`config.mk`:
```
export PLATFORM = sky130hd
export DESIGN_NAME = psr_flag_controller
export DESIGN_NICKNAME = d
export VERILOG_FILES = /design/src/rtl/psr_flag_controller.sv
export SDC_FILE = /design/constraint.sdc
export NUM_CORES = 1
export LEC_CHECK = 0
export CORE_ASPECT_RATIO = 0.5
export CORE_UTILIZATION = 46
export DETAILED_ROUTE_END_ITERATION = 7
export PLACE_DENSITY = 0.75
export REMOVE_ABC_BUFFERS = 1
export SYNTH_ARGS = -nofsm -noshare
export SYNTH_HDL_FRONTEND = slang
export SYNTH_SLANG_ARGS = --single-unit
```
`constraint.sdc`:
```
create_clock -name clock -period 1.78 [get_ports clock]
set_input_delay 0.534 -clock clock [delete_from_list [all_inputs] [get_ports clock]]
set_output_delay 0.534 -clock clock [all_outputs]
set_load 0.02 [all_outputs]
```
`src/rtl/psr_flag_controller.sv`:
```
// psr_flag_controller
//
// Processor status register (PSR) with a shadow stack for interrupt entry/exit.
// Flags are {C,Z,L,F,N} with bit4=C and bit0=N.
//
// In IDLE, masked flag writes update the PSR.
// An interrupt entry pushes the PSR onto the shadow stack and clears it.
// An interrupt exit pops the top entry back into the PSR.
// Stack overflow and underflow set a sticky error flag.
//
// Optional feature: define PSR_COND_EVAL_EN to build the branch-condition
// decoder. Without it, cond_true is tied to 0 and cond_code is ignored.
//
// Ports
//   clock         rising-edge clock
//   reset         asynchronous, active-low reset
//   alu_flags     candidate flag values
//   flag_wr_mask  per-flag write enable
//   flag_wr_valid qualifies alu_flags/flag_wr_mask (IDLE only)
//   int_enter     level request: save PSR, then clear it
//   int_exit      level request: restore PSR from stack
//   req_ack       one-cycle pulse on completion of a save/restore
//   err_clr       clears stack_err
//   cond_code     branch condition selector
//   psr_out       current flags
//   cond_true     cond_code evaluated against psr_out (combinational)
//   busy          FSM not in IDLE
//   stack_empty   pointer == 0
//   stack_full    pointer == STACK_DEPTH
//   stack_err     sticky overflow/underflow flag

module psr_flag_controller #(
    parameter int unsigned STACK_DEPTH = 4
) (
    input  logic       clock,
    input  logic       reset,
    input  logic [4:0] alu_flags,
    input  logic [4:0] flag_wr_mask,
    input  logic       flag_wr_valid,
    input  logic       int_enter,
    input  logic       int_exit,
    output logic       req_ack,
    input  logic       err_clr,
    input  logic [3:0] cond_code,
    output logic [4:0] psr_out,
    output logic       cond_true,
    output logic       busy,
    output logic       stack_empty,
    output logic       stack_full,
    output logic       stack_err
);

    // The pointer must reach STACK_DEPTH itself, so it needs one more code than the index.
    localparam int unsigned PtrW = $clog2(STACK_DEPTH + 1);
    localparam int unsigned IdxW = (STACK_DEPTH > 1) ? $clog2(STACK_DEPTH) : 1;

    typedef enum logic [1:0] {StIdle, StSave, StRestore, StDone} state_e;

    state_e          state_q;
    logic [4:0]      psr_q;
    logic [PtrW-1:0] ptr_q;
    logic            err_q;
    logic            ack_q;
    logic [4:0]      stack_q [STACK_DEPTH];

    logic [PtrW-1:0] pop_ptr;
    logic [IdxW-1:0] push_idx;
    logic [IdxW-1:0] pop_idx;
    logic            err_set;

    assign stack_empty = (ptr_q == '0);
    assign stack_full  = (ptr_q == PtrW'(STACK_DEPTH));
    assign pop_ptr     = ptr_q - 1'b1;
    assign push_idx    = ptr_q[IdxW-1:0];
    assign pop_idx     = pop_ptr[IdxW-1:0];

    assign err_set = ((state_q == StSave) && stack_full) ||
                     ((state_q == StRestore) && stack_empty);

    always_ff @(posedge clock or negedge reset) begin
        if (!reset) begin
            state_q <= StIdle;
            psr_q   <= '0;
            ptr_q   <= '0;
            err_q   <= 1'b0;
            ack_q   <= 1'b0;
        end else begin
            ack_q <= 1'b0;
            unique case (state_q)
                StIdle: begin
                    // The flag write lands in the same edge as the request, so SAVE
                    // pushes the merged value.
                    if (flag_wr_valid) begin
                        psr_q <= (psr_q & ~flag_wr_mask) | (alu_flags & flag_wr_mask);
                    end
                    if (int_enter) begin
                        state_q <= StSave;
                    end else if (int_exit) begin
                        state_q <= StRestore;
                    end
                end
                StSave: begin
                    if (!stack_full) begin
                        ptr_q <= ptr_q + 1'b1;
                    end
                    psr_q   <= '0;
                    ack_q   <= 1'b1;
                    state_q <= StDone;
                end
                StRestore: begin
                    if (!stack_empty) begin
                        psr_q <= stack_q[pop_idx];
                        ptr_q <= pop_ptr;
                    end
                    ack_q   <= 1'b1;
                    state_q <= StDone;
                end
                StDone: begin
                    // Wait for the requester to drop its level request.
                    if (!int_enter && !int_exit) begin
                        state_q <= StIdle;
                    end
                end
                default: state_q <= StIdle;
            endcase

            // A same-cycle error set wins over a clear.
            if (err_set) begin
                err_q <= 1'b1;
            end else if (err_clr) begin
                err_q <= 1'b0;
            end
        end
    end

    // Stack contents need no reset; the pointer alone defines validity.
    always_ff @(posedge clock) begin
        if ((state_q == StSave) && !stack_full) begin
            stack_q[push_idx] <= psr_q;
        end
    end

    assign psr_out   = psr_q;
    assign req_ack   = ack_q;
    assign stack_err = err_q;
    assign busy      = (state_q != StIdle);

`ifdef PSR_COND_EVAL_EN
    logic flag_c, flag_z, flag_l, flag_f, flag_n;

    assign flag_c = psr_q[4];
    assign flag_z = psr_q[3];
    assign flag_l = psr_q[2];
    assign flag_f = psr_q[1];
    assign flag_n = psr_q[0];

    always_comb begin
        cond_true = 1'b0;
        unique case (cond_code)
            4'h0: cond_true = flag_z;
            4'h1: cond_true = !flag_z;
            4'h2: cond_true = flag_c;
            4'h3: cond_true = !flag_c;
            4'h4: cond_true = flag_l;
            4'h5: cond_true = !flag_l;
            4'h6: cond_true = flag_n;
            4'h7: cond_true = !flag_n;
            4'h8: cond_true = flag_f;
            4'h9: cond_true = !flag_f;
            4'hA: cond_true = !flag_l && !flag_z;
            4'hB: cond_true = flag_l || flag_z;
            4'hC: cond_true = !flag_n && !flag_z;
            4'hD: cond_true = flag_n || flag_z;
            4'hE: cond_true = 1'b1;
            4'hF: cond_true = 1'b0;
            default: cond_true = 1'b0;
        endcase
    end
`else
    logic unused_cond_code;

    assign unused_cond_code = ^cond_code;
    assign cond_true        = 1'b0;
`endif

endmodule

```
Word level (Yosys, flattened, before mapping)
Memory sizes are Yosys's and may differ from the RTL's. Cells that the tools add are included.

Register bits after elaboration: 12. RAM bits: 20. Output and inout bits: 11. Logic and storage cells: 54. Memories kept: 1.

Add/subtract/negate cells: 2. Equality and inequality tests: 9. Mux-type cells: 15. Bitwise logic cells: 4. Reductions and logical operators: 18.

Memory list: stack_q (depth 4, bits a word 5, rd ports 1, clocked after Yosys merged registers in 0, write ports 1, line 64) `logic [4:0] stack_q [STACK_DEPTH];`.

Operator list (number): 5-bit case mux with 3 select lines (1); 5-bit bitwise AND (2); 5-bit two-way mux (2); 2-bit inequality test (second input constant) (4); 2-bit two-way mux (3); 3-bit two-way mux (2); 2-bit case mux with 3 select lines (1); 3-bit case mux with 2 select lines (1); 3-bit AND reduction (2); 2-bit nonzero test (3); 1-bit two-way mux (5); 5-bit inverter (1); 5-bit bitwise OR (1); 2-bit == test (second input constant) (2); 1-bit logical AND (4); 3-bit by 1-bit adder with 3-bit output (second input constant) (1); 3-bit == test (second input constant) (1); 1-bit zero test (3); 3-bit zero test (1); 3-bit inequality test (second input constant) (1); 3-bit nonzero test (1); 3-bit by 1-bit subtractor with 3-bit output (second input constant) (1); 2-bit by 1-bit == test with 1-bit output (second input constant) (1); 2-bit zero test (1); other kinds (3) (3).

Depth between registers and ports, before layout
Word-level depth: 5. Gate-level depth with buffers: 8. Depth with buffers taken out: 6.

Least setup slack after synthesis
Ideal clock, no wire load.

Path kind: reg2reg. From: reg ptr_q[0]. To: reg with a tool-made name. Setup time: 126 ps. Data arrival time: 1662 ps. Required time: 1654 ps. Path slack: -8 ps. Cell stages (with the launch flop): 8. Buffers on the path: 2. Clock period less this slack: 1788 ps. Cells stage by stage: dfrtp_1 -> inv_1 -> ha_1 -> buf_2 -> buf_2 -> mux2i_1 -> o22ai_1 -> o32a_1.

RTL lines: from (decl) (line 61) `logic [PtrW-1:0] ptr_q;`; from (signal assigned) (line 104) `ptr_q <= ptr_q + 1'b1;`; from (signal assigned) (line 113) `ptr_q <= pop_ptr;`.

Final worst setup path
From: reg ptr_q[0]. To: out stack_empty.

Cells in the longest elaborated chain, start to end: 1.

Ends and longest elaborated chain: 3-bit zero test (line 71) `assign stack_empty = (ptr_q == '0);`; to (decl) (line 48) `output logic stack_empty,`.

Every way passes these cells.

==> metrics.cfg <==
[floorplan]
die_w_um = 86.42
initial_utilization_pct = 51.41
die_h_um = 44.21
io_pins = 31
core_area_mm2 = 0.003188
die_area_mm2 = 0.003821
num_rows = 14

[route]
drtPass1Iterations = 4
dr_total_vias = 1206
dr.first_iter.drc_count = 89
wl_per_cell_um = 14.75
postRouteAntennaNets = 0
via_per_inst = 5.154
wl_mm = 3.451
drc = 0

[global_routing]
grt_overflow = 0
grt_pass1_wl_mm = 5.271
grt_antenna_before_repair = 0
grt_usage_pct = 19.46
grt_start_max_net_pins = 14
first_global_vias = 1149

[setup_path]
r2r_start = ptr_q[0]
crit_family = flip-flops
worst_setup_path_start_kind = flop
crit_arrival_ns = 1.21
critical_path_class = flop to primary output
endpoint_kind = primary output
rrSetupSlack_ns = 0.05
slowest_delay_ns = 0.39
critPathLaunch = ptr_q[0]
crit_chain = inv_2, ha_4, nor2b_4, buf_4
reg2reg_depth = 6
cp.required_ns = 1.25
cpMaxStageDelayCell = dfrtp_1
crit_end = stack_empty
cp_num_buf_inv = 2
cp_max_fo = 3
crit_cells = 4

[clock_network]
cts_root_buf = clkbuf_8
clock-sinks = 32
clock_path_buffers = 2
numCtsBuffers = 5
clk_pin_slew_worst_paths_ns = 0.07
worstSkewPairLatency_ns = 0.29
cts_tree = built
post_cts_buffers = 0
cts_max_level = 2

[sta]
whs_ns = 0.5292
fmax_ghz = 0.5720
setup_viol = 0
min_period_ns = 1.748
final_hold_viol_count = 0
finClkSkew_ns = 0.002148
slew_viol_final = 0
setup_ws_ns = 0.03172
period_share_pct = 98.22

[yosys]
synthCells = 142
ys_async_sr_fraction_pct = 37.50
avgSynthCellArea_um2 = 11.54
synth.distinct_cells = 33
synth_top_area_share_pct = 36.64
synth_flop_cell = edfxtp_1
ys_warn_count = 0
synth_area_mm2 = 0.001639
synth_edf_count = 20
ys_ff_latch = 32
yosysSeqAreaShare_pct = 54.96
synthTopCellsByArea = edfxtp_1 (37%), dfrtp_1 (18%), ha_1 (8.4%)
yosys.area.top_type = edfxtp_1

[pwr]
power_density_mw_per_mm2 = 2013
leakagePower_uw = 0.0009637
peakVddDrop_uv = 1115

[cells_and_area]
fin_nets = 216
fillers = 236
drive_above_1_share_pct = 22.04
utilization_pct = 68.52
syn_to_final_growth_pct = 33.28
multiInputGateArea_um2 = 678.2
seq_area_um2 = 900.9
fin_area_mm2 = 0.002185
insertedDiodeCount = 0

[place]
pre_cts_ws_ns = -0.3057
dp_hpwl_mm = 2.303
gp_congestion = 0.7846
place_area_mm2 = 0.002049
port_buffers = 25

[flow_run]
max-cap-violations = 0

[outcome]
status = finished clean

[worst_hold_path]
hold_class = flop to flop

## worst min-delay path, delay by kind of cell (launching register included)
kind | cells | cell delay (ns)
compound gates | 1 | 0.06
flops | 1 | 0.38
buf+inv | 1 | 0.05
## metal layers
layer / GRT usage [%] / vias to the layer above / routed length, um
met5: 0 / - / 0
met4: 7.667 / 0 / 29
met3: 5.597 / 4 / 216
met2: 30.95 / 40 / 1536
met1: 25.82 / 570 / 1669
li1: - / 592 / -
## cells by family after synthesis
kind of cell | after synthesis | share of synthesized area (%)
fa+ha+maj | 11 | 8.397
mux | 12 | 7.329
other cells | 1 | 0.2288
simple gates | 34 | 10.38
buf+inv | 21 | 5.953
flops | 32 | 54.96
compound gates | 30 | 12.21
xor+xnor | 1 | 0.5344
## Yosys cell counts, types with 2 or more instances
cell,instances
edfxtp_1,20
nor2_1,14
dfrtp_1,12
inv_1,12
mux2i_1,12
ha_1,11
a21oi_1,10
nand2_1,7
o22ai_1,6
o32a_1,5
and3_1,3
clkbuf_1,3
buf_2,2
buf_4,2
nand2b_1,2
nand3_1,2
nand3b_1,2
o21ai_0,2
## cells in the final DEF (no fill, tap or decap), types with 2 or more instances in the layout
cell,count
edfxtp_1,20
buf_4,17
clkdlybuf4s50_1,15
nor2_1,14
mux2i_1,12
dfrtp_1,12
inv_1,10
a21oi_1,10
ha_1,10
nand2_1,7
o22ai_1,6
o32a_1,5
clkbuf_8,5
dlygate4sd2_1,5
and3_2,4
inv_2,2
nand3_2,2
nand2b_1,2
nand3b_1,2
o21ai_0,2
dlymetal6s2s_1,2
buf_2,2
## stage by stage
stage          std cells  power (uW)  TNS [ns]
5_1_grt              234        4699  -0.03072
2_1_floorplan        134        2676  -0.04328
6_report             234        4397         0
4_1_cts              233        4294         0
3_3_place_gp         225        3567    -1.672
3_5_place_dp         225        3641    -1.762
## final cells by class
cell class | instances | share of cell area, %
clock buffer | 6 | 3.322
clock inverter | 2 | 1.604
inverter | 13 | 2.291
multi-input combinational | 90 | 31.04
sequential | 32 | 41.24
tap | 48 | 2.749
timing repair buffer | 43 | 17.75
## worst min-delay path by stage
stage	from	to	slack [ns]	cells past startpoint
4_1_cts	stack_err	stack_err	0.54	2
6_report	stack_err	stack_err	0.53	2
3_5_place_dp	stack_err	stack_err	0.53	2
3_3_place_gp	stack_err	stack_err	0.51	2
5_1_grt	reset	async pin	0.55	2
2_1_floorplan	reset	async pin	0.24	0
## where the power goes
part	total (uW)	switching, uW	leakage [uW]	internal (uW)
Combinational	2450	1280	0.000584	1180
Sequential	1250	146	0.000325	1100
Clock	696	280	0.0000552	415
Total	4400	1700	0.000964	2690
## timing repair
item                                    in CTS  in global routing
pin swaps                                    0                  2
endpoints found under the setup margin      13                 22
hold buffers                                 0                  0
cloned                                       0                  1
resized for setup                           19                 12
No activity file was read; power rests on OpenSTA's default activity.
